===== src/rtl/alu_pipe_pkg.sv =====
// alu_pipe_pkg: shared opcode constants for the alu_pipe_param datapath.
// Codes above FN_LAST are illegal and flag an error in execute.
package alu_pipe_pkg;

    localparam logic [3:0] FN_ADD   = 4'd0;
    localparam logic [3:0] FN_SUB   = 4'd1;
    localparam logic [3:0] FN_MUL   = 4'd2;
    localparam logic [3:0] FN_PASSA = 4'd3;
    localparam logic [3:0] FN_PASSB = 4'd4;
    localparam logic [3:0] FN_AND   = 4'd5;
    localparam logic [3:0] FN_OR    = 4'd6;
    localparam logic [3:0] FN_XOR   = 4'd7;
    localparam logic [3:0] FN_NEGA  = 4'd8;
    localparam logic [3:0] FN_NEGB  = 4'd9;
    localparam logic [3:0] FN_SHR   = 4'd10;
    localparam logic [3:0] FN_SHL   = 4'd11;
    localparam logic [3:0] FN_LAST  = FN_SHL;

endpackage


===== src/rtl/alu_pipe_exec.sv =====
// alu_pipe_exec: purely combinational execute unit of the alu_pipe_param
// pipeline. All arithmetic wraps modulo 2^DATA_W; illegal opcodes give
// z = 0 with err set so downstream writes can be suppressed.
module alu_pipe_exec
    import alu_pipe_pkg::*;
#(
    parameter int DATA_W = 16
) (
    input  logic [3:0]        func,
    input  logic [DATA_W-1:0] a,
    input  logic [DATA_W-1:0] b,
    output logic [DATA_W-1:0] z,
    output logic              err
);

    // Opcode decode; anything past FN_LAST falls to the zero/error default.
    always_comb begin
        z   = '0;
        err = (func > FN_LAST);
        case (func)
            FN_ADD:   z = a + b;
            FN_SUB:   z = a - b;
            FN_MUL:   z = a * b;
            FN_PASSA: z = a;
            FN_PASSB: z = b;
            FN_AND:   z = a & b;
            FN_OR:    z = a | b;
            FN_XOR:   z = a ^ b;
            FN_NEGA:  z = -a;
            FN_NEGB:  z = -b;
            FN_SHR:   z = a >> 1;
            FN_SHL:   z = a << 1;
            default:  z = '0;
        endcase
    end

endmodule


===== src/rtl/alu_pipe_param.sv =====
// alu_pipe_param: four-stage register-file ALU pipeline
// (operand read, execute, register writeback, data-memory store).
// Optional macro ALU_FWD_EN: when defined, a distance-1 RAW dependency is
// resolved by forwarding the S2 result into execute; when undefined the
// pipeline stalls one cycle instead. Results are identical either way.
module alu_pipe_param
    import alu_pipe_pkg::*;
#(
    parameter int  DATA_W    = 16,
    parameter int  NREG      = 16,
    parameter int  MEM_DEPTH = 256,
    localparam int REG_AW    = $clog2(NREG),
    localparam int MEM_AW    = $clog2(MEM_DEPTH)
) (
    input  logic              clk,
    input  logic              rst,
    input  logic              in_valid,
    output logic              in_ready,
    input  logic [REG_AW-1:0] rs1,
    input  logic [REG_AW-1:0] rs2,
    input  logic [REG_AW-1:0] rd,
    input  logic [3:0]        func,
    input  logic [MEM_AW-1:0] addr,
    input  logic              reg_we,
    input  logic              mem_we,
    output logic              out_valid,
    output logic [DATA_W-1:0] zout,
    output logic [REG_AW-1:0] out_rd,
    output logic              out_err,
    input  logic [MEM_AW-1:0] mem_raddr,
    output logic [DATA_W-1:0] mem_rdata
);

    logic [DATA_W-1:0] regbank [NREG];
    logic [DATA_W-1:0] mem     [MEM_DEPTH];

    // S1: operand latch
    logic              s1_v;
    logic [DATA_W-1:0] s1_a;
    logic [DATA_W-1:0] s1_b;
    logic [REG_AW-1:0] s1_rd;
    logic [3:0]        s1_func;
    logic [MEM_AW-1:0] s1_addr;
    logic              s1_reg_we;
    logic              s1_mem_we;

    // S2: execute result
    logic              s2_v;
    logic [DATA_W-1:0] s2_z;
    logic              s2_err;
    logic [REG_AW-1:0] s2_rd;
    logic [MEM_AW-1:0] s2_addr;
    logic              s2_reg_we;
    logic              s2_mem_we;

    // S3: writeback stage (zout/out_rd/out_err/out_valid are its outputs)
    logic [MEM_AW-1:0] s3_addr;
    logic              s3_mem_we;

    logic              accept;
    logic              wb_en;
    logic [DATA_W-1:0] rdata_a;
    logic [DATA_W-1:0] rdata_b;
    logic [DATA_W-1:0] op_a;
    logic [DATA_W-1:0] op_b;
    logic [DATA_W-1:0] ex_z;
    logic              ex_err;

    assign accept = in_valid && in_ready;
    assign wb_en  = s2_v && s2_reg_we && !s2_err;

`ifdef ALU_FWD_EN
    logic [REG_AW-1:0] s1_rs1;
    logic [REG_AW-1:0] s1_rs2;
    logic              fwd_ok;

    // Forwarding never needs to stall, so the input is only closed in reset.
    assign in_ready = !rst;

    // Only forward a value that will actually be written back; an errored
    // S2 result leaves the register untouched, as in the stalling build.
    assign fwd_ok = s2_v && s2_reg_we && !s2_err;
    assign op_a   = (fwd_ok && (s1_rs1 == s2_rd)) ? s2_z : s1_a;
    assign op_b   = (fwd_ok && (s1_rs2 == s2_rd)) ? s2_z : s1_b;

    // Keep the S1 source indices for the forwarding compare.
    always_ff @(posedge clk) begin
        if (rst) begin
            s1_rs1 <= '0;
            s1_rs2 <= '0;
        end else if (accept) begin
            s1_rs1 <= rs1;
            s1_rs2 <= rs2;
        end
    end
`else
    logic hazard;

    // A distance-1 dependency on a register-writing S1 instruction stalls
    // one cycle; the write-through read then picks up the result.
    assign hazard   = s1_v && s1_reg_we && ((rs1 == s1_rd) || (rs2 == s1_rd));
    assign in_ready = !hazard;
    assign op_a     = s1_a;
    assign op_b     = s1_b;
`endif

    // Register read with write-through of the writeback happening this edge.
    always_comb begin
        rdata_a = regbank[rs1];
        rdata_b = regbank[rs2];
        if (wb_en && (s2_rd == rs1)) rdata_a = s2_z;
        if (wb_en && (s2_rd == rs2)) rdata_b = s2_z;
    end

    alu_pipe_exec #(
        .DATA_W (DATA_W)
    ) u_exec (
        .func (s1_func),
        .a    (op_a),
        .b    (op_b),
        .z    (ex_z),
        .err  (ex_err)
    );

    // S1: latch operands and control on accept; a missed accept is a bubble.
    always_ff @(posedge clk) begin
        if (rst) begin
            s1_v      <= 1'b0;
            s1_a      <= '0;
            s1_b      <= '0;
            s1_rd     <= '0;
            s1_func   <= '0;
            s1_addr   <= '0;
            s1_reg_we <= 1'b0;
            s1_mem_we <= 1'b0;
        end else begin
            s1_v <= accept;
            if (accept) begin
                s1_a      <= rdata_a;
                s1_b      <= rdata_b;
                s1_rd     <= rd;
                s1_func   <= func;
                s1_addr   <= addr;
                s1_reg_we <= reg_we;
                s1_mem_we <= mem_we;
            end
        end
    end

    // S2: register the execute result alongside its destination/enables.
    always_ff @(posedge clk) begin
        if (rst) begin
            s2_v      <= 1'b0;
            s2_z      <= '0;
            s2_err    <= 1'b0;
            s2_rd     <= '0;
            s2_addr   <= '0;
            s2_reg_we <= 1'b0;
            s2_mem_we <= 1'b0;
        end else begin
            s2_v      <= s1_v;
            s2_z      <= ex_z;
            s2_err    <= ex_err;
            s2_rd     <= s1_rd;
            s2_addr   <= s1_addr;
            s2_reg_we <= s1_reg_we;
            s2_mem_we <= s1_mem_we;
        end
    end

    // S3: present the result and carry the store address to the memory stage.
    always_ff @(posedge clk) begin
        if (rst) begin
            out_valid <= 1'b0;
            zout      <= '0;
            out_rd    <= '0;
            out_err   <= 1'b0;
            s3_addr   <= '0;
            s3_mem_we <= 1'b0;
        end else begin
            out_valid <= s2_v;
            zout      <= s2_z;
            out_rd    <= s2_rd;
            out_err   <= s2_err;
            s3_addr   <= s2_addr;
            s3_mem_we <= s2_mem_we;
        end
    end

    // Register file: cleared by reset, written from S2 on the S3 edge.
    always_ff @(posedge clk) begin
        if (rst) begin
            for (int i = 0; i < NREG; i++) regbank[i] <= '0;
        end else if (wb_en) begin
            regbank[s2_rd] <= s2_z;
        end
    end

    // S4 store: contents survive reset, but nothing is written on a reset edge.
    always_ff @(posedge clk) begin
        if (!rst && out_valid && s3_mem_we && !out_err) begin
            mem[s3_addr] <= zout;
        end
    end

    // Registered read-back port; a same-edge store is seen one cycle later.
    always_ff @(posedge clk) begin
        if (rst) mem_rdata <= '0;
        else     mem_rdata <= mem[mem_raddr];
    end

endmodule


===== config.mk =====
export PLATFORM = sky130hd
export DESIGN_NAME = alu_pipe_param
export DESIGN_NICKNAME = d
export VERILOG_FILES = /design/src/rtl/alu_pipe_pkg.sv /design/src/rtl/alu_pipe_exec.sv /design/src/rtl/alu_pipe_param.sv
export SDC_FILE = /design/constraint.sdc
export NUM_CORES = 2
export LEC_CHECK = 0
export ABC_AREA = 0
export BUFFER_PORTS_ARGS = -buffer_cell sky130_fd_sc_hd__buf_2
export CAP_MARGIN = 20
export CORE_MARGIN = 5
export CORE_UTILIZATION = 40
export DETAILED_ROUTE_END_ITERATION = 12
export PLACE_DENSITY = 0.53
export RECOVER_POWER = 25
export SETUP_SLACK_MARGIN = 0.15
export SYNTH_ARGS = -nofsm -noshare
export SYNTH_HDL_FRONTEND = slang
export SYNTH_HIERARCHICAL = 1
export SYNTH_MEMORY_MAX_BITS = 65536
export SYNTH_SLANG_ARGS = --single-unit

===== constraint.sdc =====
create_clock -name clk -period 15.5 [get_ports clk]
set_clock_uncertainty 0.15 [all_clocks]
set_input_delay 2.325 -clock clk [delete_from_list [all_inputs] [get_ports clk]]
set_output_delay 2.325 -clock clk [all_outputs]
set_load 0.02 [all_outputs]

==> results by group <==
Clock network
  • Max Root-Sink Buffers: 4
  • Clock Sinks: between 4,000 and 5,000
  • CTS root buffer: clkbuf_16
  • H-tree lvl count: 5
  • CTS buffer count: between 400 and 500
  • Post-CTS Setup Bufs: 0
  • Clock latency on the worst-skew pair: 1030 ps
  • Post-CTS Hold Buffers: 0
  • Clk slew on worst S/H paths: 60 ps
  • CTS tree: yes
  • Post-CTS sizing: 0

Global routing
  • Met3 Resource Use GR: 0.0378
  • M2 GR Usage: 0.359
  • GRT overflow: 0
  • Vias in the first global route: between 90,000 and 100k
  • Global-route wire length before repair: 753 mm
  • M1 GR Usage: 0.319
  • Most Crowded Layer GR: met2
  • Initial antenna violation count: 31
  • Largest net degree at the start of global routing: between 200 and 250
  • GRT Total Usage: 0.224

Finish
  • Filler cells: 38,600
  • Final core utilization: 0.452
  • Register area: approximately 130,000 µm²
  • Final std cells w/o fill: 16,100
  • Area growth from synthesis to layout: 12.9%
  • Area occupied by multi-input gates: ~45,000 µm²
  • Layout cell share with drive strength beyond 1: 0.232
  • Fin nets: between 9,000 and 10,000

Logic synthesis
  • Post-synth top flop: edfxtp_1
  • Yosys reg bits: 4,482
  • Number of synthesized flops with an enable pin: approximately 4,400
  • XOR/XNOR share of the synthesized area: 0.00488
  • Synthesized area: about 180,000 µm²
  • Syn_nets: 9,527
  • Multiplexer area fraction after synthesis: 0.154
  • Register area share after synthesis: 0.730
  • Yosys cell types: between 80 and 90
  • Ys Warns: 6
  • Synth area leaders: edfxtp_1 (72%), mux4_2 (12%), mux2i_1 (2.8%)
  • Post-Synth Adder-Cell Area: 0.0156
  • Top-count cell post-synth: edfxtp_1
  • Simple-Gate Fraction of Synth Area: 0.0350
  • Top cell type's share of synthesized area: 0.716
  • Largest family of logic cells by synthesized area: multiplexers
  • Synth async-reset ratio: 0
  • Mean Syn Cell Area: between 15 and 20 µm²
  • Post-synthesis compound-gate area fraction: 0.0377
  • Post-Synthesis Cells: about 9,300
  • Commonest cells in the synthesized netlist: edfxtp_1 (4,352), mux4_2 (963), mux2i_1 (510)
  • Leading area contributor after synthesis: edfxtp_1

Floorplanning
  • Chip height: between 600 and 700 µm
  • Die W: 685 µm
  • # rows: approximately 250
  • Starting Density: 0.401
  • I/O pin count: 76
  • Die area: between 400,000 and 500,000 µm²
  • Core Footprint: between 400,000 and 500,000 µm²

Worst setup path
  • Startpoint types: flip-flop
  • Crit-path slowest cell: clkbuf_1
  • Crit-path max FO: between 150 and 200
  • Reg2Reg Setup Slack: ~6100 ps
  • CP bufs+invs: 2
  • R2r endpoint: mem[74][5]$_DFFE_PP_
  • Critical-path cell list: clkbuf_1 > buf_4
  • Worst path top cell family by delay: buffers and inverters
  • CP Class: flip-flop to flip-flop
  • Reg2Reg Depth: 2
  • WP data arrival: between 9000 and 10,000 ps
  • Critical path depth in cells: 2
  • Slowest stage delay, CP: ~6000 ps
  • Worst r2r src: zout[5]$_SDFF_PP0_
  • Critical Path RT: 15,990 ps
  • Crit end category: flip-flop

Placed design
  • # port buffers: 75
  • Placed cells: 15,300
  • GP Congestion: approximately 0.84
  • Dpl ws: 7680 ps
  • Placed wire-length estimate: about 320 mm

Min path
  • Worst min-delay path class: flip-flop to flip-flop
  • Depth of the worst hold-timing path: 1
  • Hold path start: s2_mem_we$_SDFF_PP0_
  • Hold EP: s3_mem_we$_SDFF_PP0_

Timing
  • Crit path setup slack, layout: 6110 ps
  • Fmax: 107 MHz
  • Crit path time final: about 9400 ps
  • Final hold slack: between 200 and 300 ps
  • Period utilization: 0.606
  • TNS Setup: 0 ps
  • Worst relative slew slack: -4.83
  • Final count of hold timing violations: 0
  • RSZ-0062 raised after global routing: no
  • Final slew viol count: between 2,000 and 2,500
  • # setup viols final: 0
  • Worst-Margin Slew: between 8000 and 9000 ps

Routing
  • Routed vias: ~95,000
  • DRT Wirelength: between 500 and 600 mm
  • First-pass DRT Iterations: 6
  • Routed WL per cell: approximately 33 µm
  • Residual DRC: 0
  • Vias per Instance: ~6
  • Final ANT Viol Nets: 0
  • Initial DRC count: roughly 10,000

Outcome
  • Status: finished, violations left
  • Failing checks: max-capacitance violations, max-slew violations

Power and ir drop
  • Lkg Pwr: roughly 66 nW
  • Max VDD drop: around 110 µV
  • Pwr dens: 129 nW/µm²

Job
  • Max_cap viols: 37
sequential cells by signal, indices dropped and copies added (netlist names):
signal,cells
s1_reg_we,1
mem_rdata,16
mem,4096
out_rd,4
s1_mem_we,1
s2_mem_we,1
regbank,256
s2_z,16
s1_addr,8
op_b,16
op_a,16
s2_err,1
out_err,1
s1_rd,4
s3_addr,8
s1_func,4
s2_v,1
s2_addr,8
s3_mem_we,1
s1_v,1
out_valid,1
s2_reg_we,1
zout,16
s2_rd,4
layout make-up:
cell class | count | area share
Tap cell | 6000 | 0.0365
Inverter | 152 | 0.00281
Sequential cell | 4482 | 0.647
Multi-Input combinational cell | 4088 | 0.221
Antenna cell | 8 | 0.0000972
Clock inverter | 260 | 0.0118
Timing Repair Buffer | 551 | 0.0203
Clock buffer | 598 | 0.0606
per-layer routing:
| metal | up-vias | wire [µm] |
|---|---|---|
| li1 | 39000 | - |
| met2 | 3930 | 256000 |
| met1 | 51200 | 227000 |
| met5 | - | 41 |
| met4 | 6 | 15100 |
| met3 | 753 | 39600 |
layout by cell type, fill, tap and decap left out, types with 21 or more instances in the layout:
cell type	instances
edfxtp_1	4352
mux4_2	963
mux2i_1	510
clkbuf_16	473
buf_4	424
nor2_1	400
and2_1	268
o221ai_1	198
o22ai_1	193
nand2_1	172
inv_1	143
a21oi_1	143
clkbuf_1	134
dfxtp_1	130
clkinv_1	107
ha_1	98
a211oi_1	89
nor2b_1	88
o21ai_0	83
fa_1	81
clkinv_2	80
xnor2_1	74
nor2_2	69
buf_2	67
mux2_2	65
nor3_1	64
nand3_1	58
a22oi_1	55
nand4_1	41
bufinv_16	37
a221oi_1	34
o32ai_1	32
o22a_1	27
xor2_1	25
mux4_1	23
or2_2	21
cells by family (layout without fill, tap and decap cells):
family / Yosys count / count (layout)
adders and majority gates: 179 / 179
xor gates and xnor gates: 100 / 100
and+or+nand+nor: 1292 / 1292
other: 0 / 8
muxes: 1561 / 1561
DFF: 4482 / 4482
AOI/OAI and AO/OA: 956 / 956
buffers and inverters: 741 / 1561
through the flow:
stage	area (µm²)	total power [W]
after CTS	206000	0.0268
final	206000	0.0266
after global placement	191000	0.0158
after detailed placement	191000	0.0158
after floorplan	182000	0.0151
after global routing	206000	0.0274
report_power, final:
part	internal [W]	total, W	switching, W
logic	0.000559	0.00181	0.00125
registers	0.0136	0.0138	0.000169
clock network	0.00628	0.0110	0.00470
total	0.0205	0.0266	0.00612
how the worst max path moves through the flow:
| stage | start | endpoint |
|---|---|---|
| 2_1_floorplan | zout[0]$_SDFF_PP0_ | zout[0] |
| 3_3_place_gp | mem_raddr[1] | mem_rdata[11]$_SDFF_PP0_ |
| 3_5_place_dp | mem_raddr[1] | mem_rdata[6]$_SDFF_PP0_ |
| 4_1_cts | op_b[1]$_SDFFE_PP0P_ | s2_z[12]$_SDFF_PP0_ |
| 5_1_grt | zout[5]$_SDFF_PP0_ | mem[74][5]$_DFFE_PP_ |
| 6_report | zout[5]$_SDFF_PP0_ | mem[74][5]$_DFFE_PP_ |
Power figures use the tool's default switching activity.
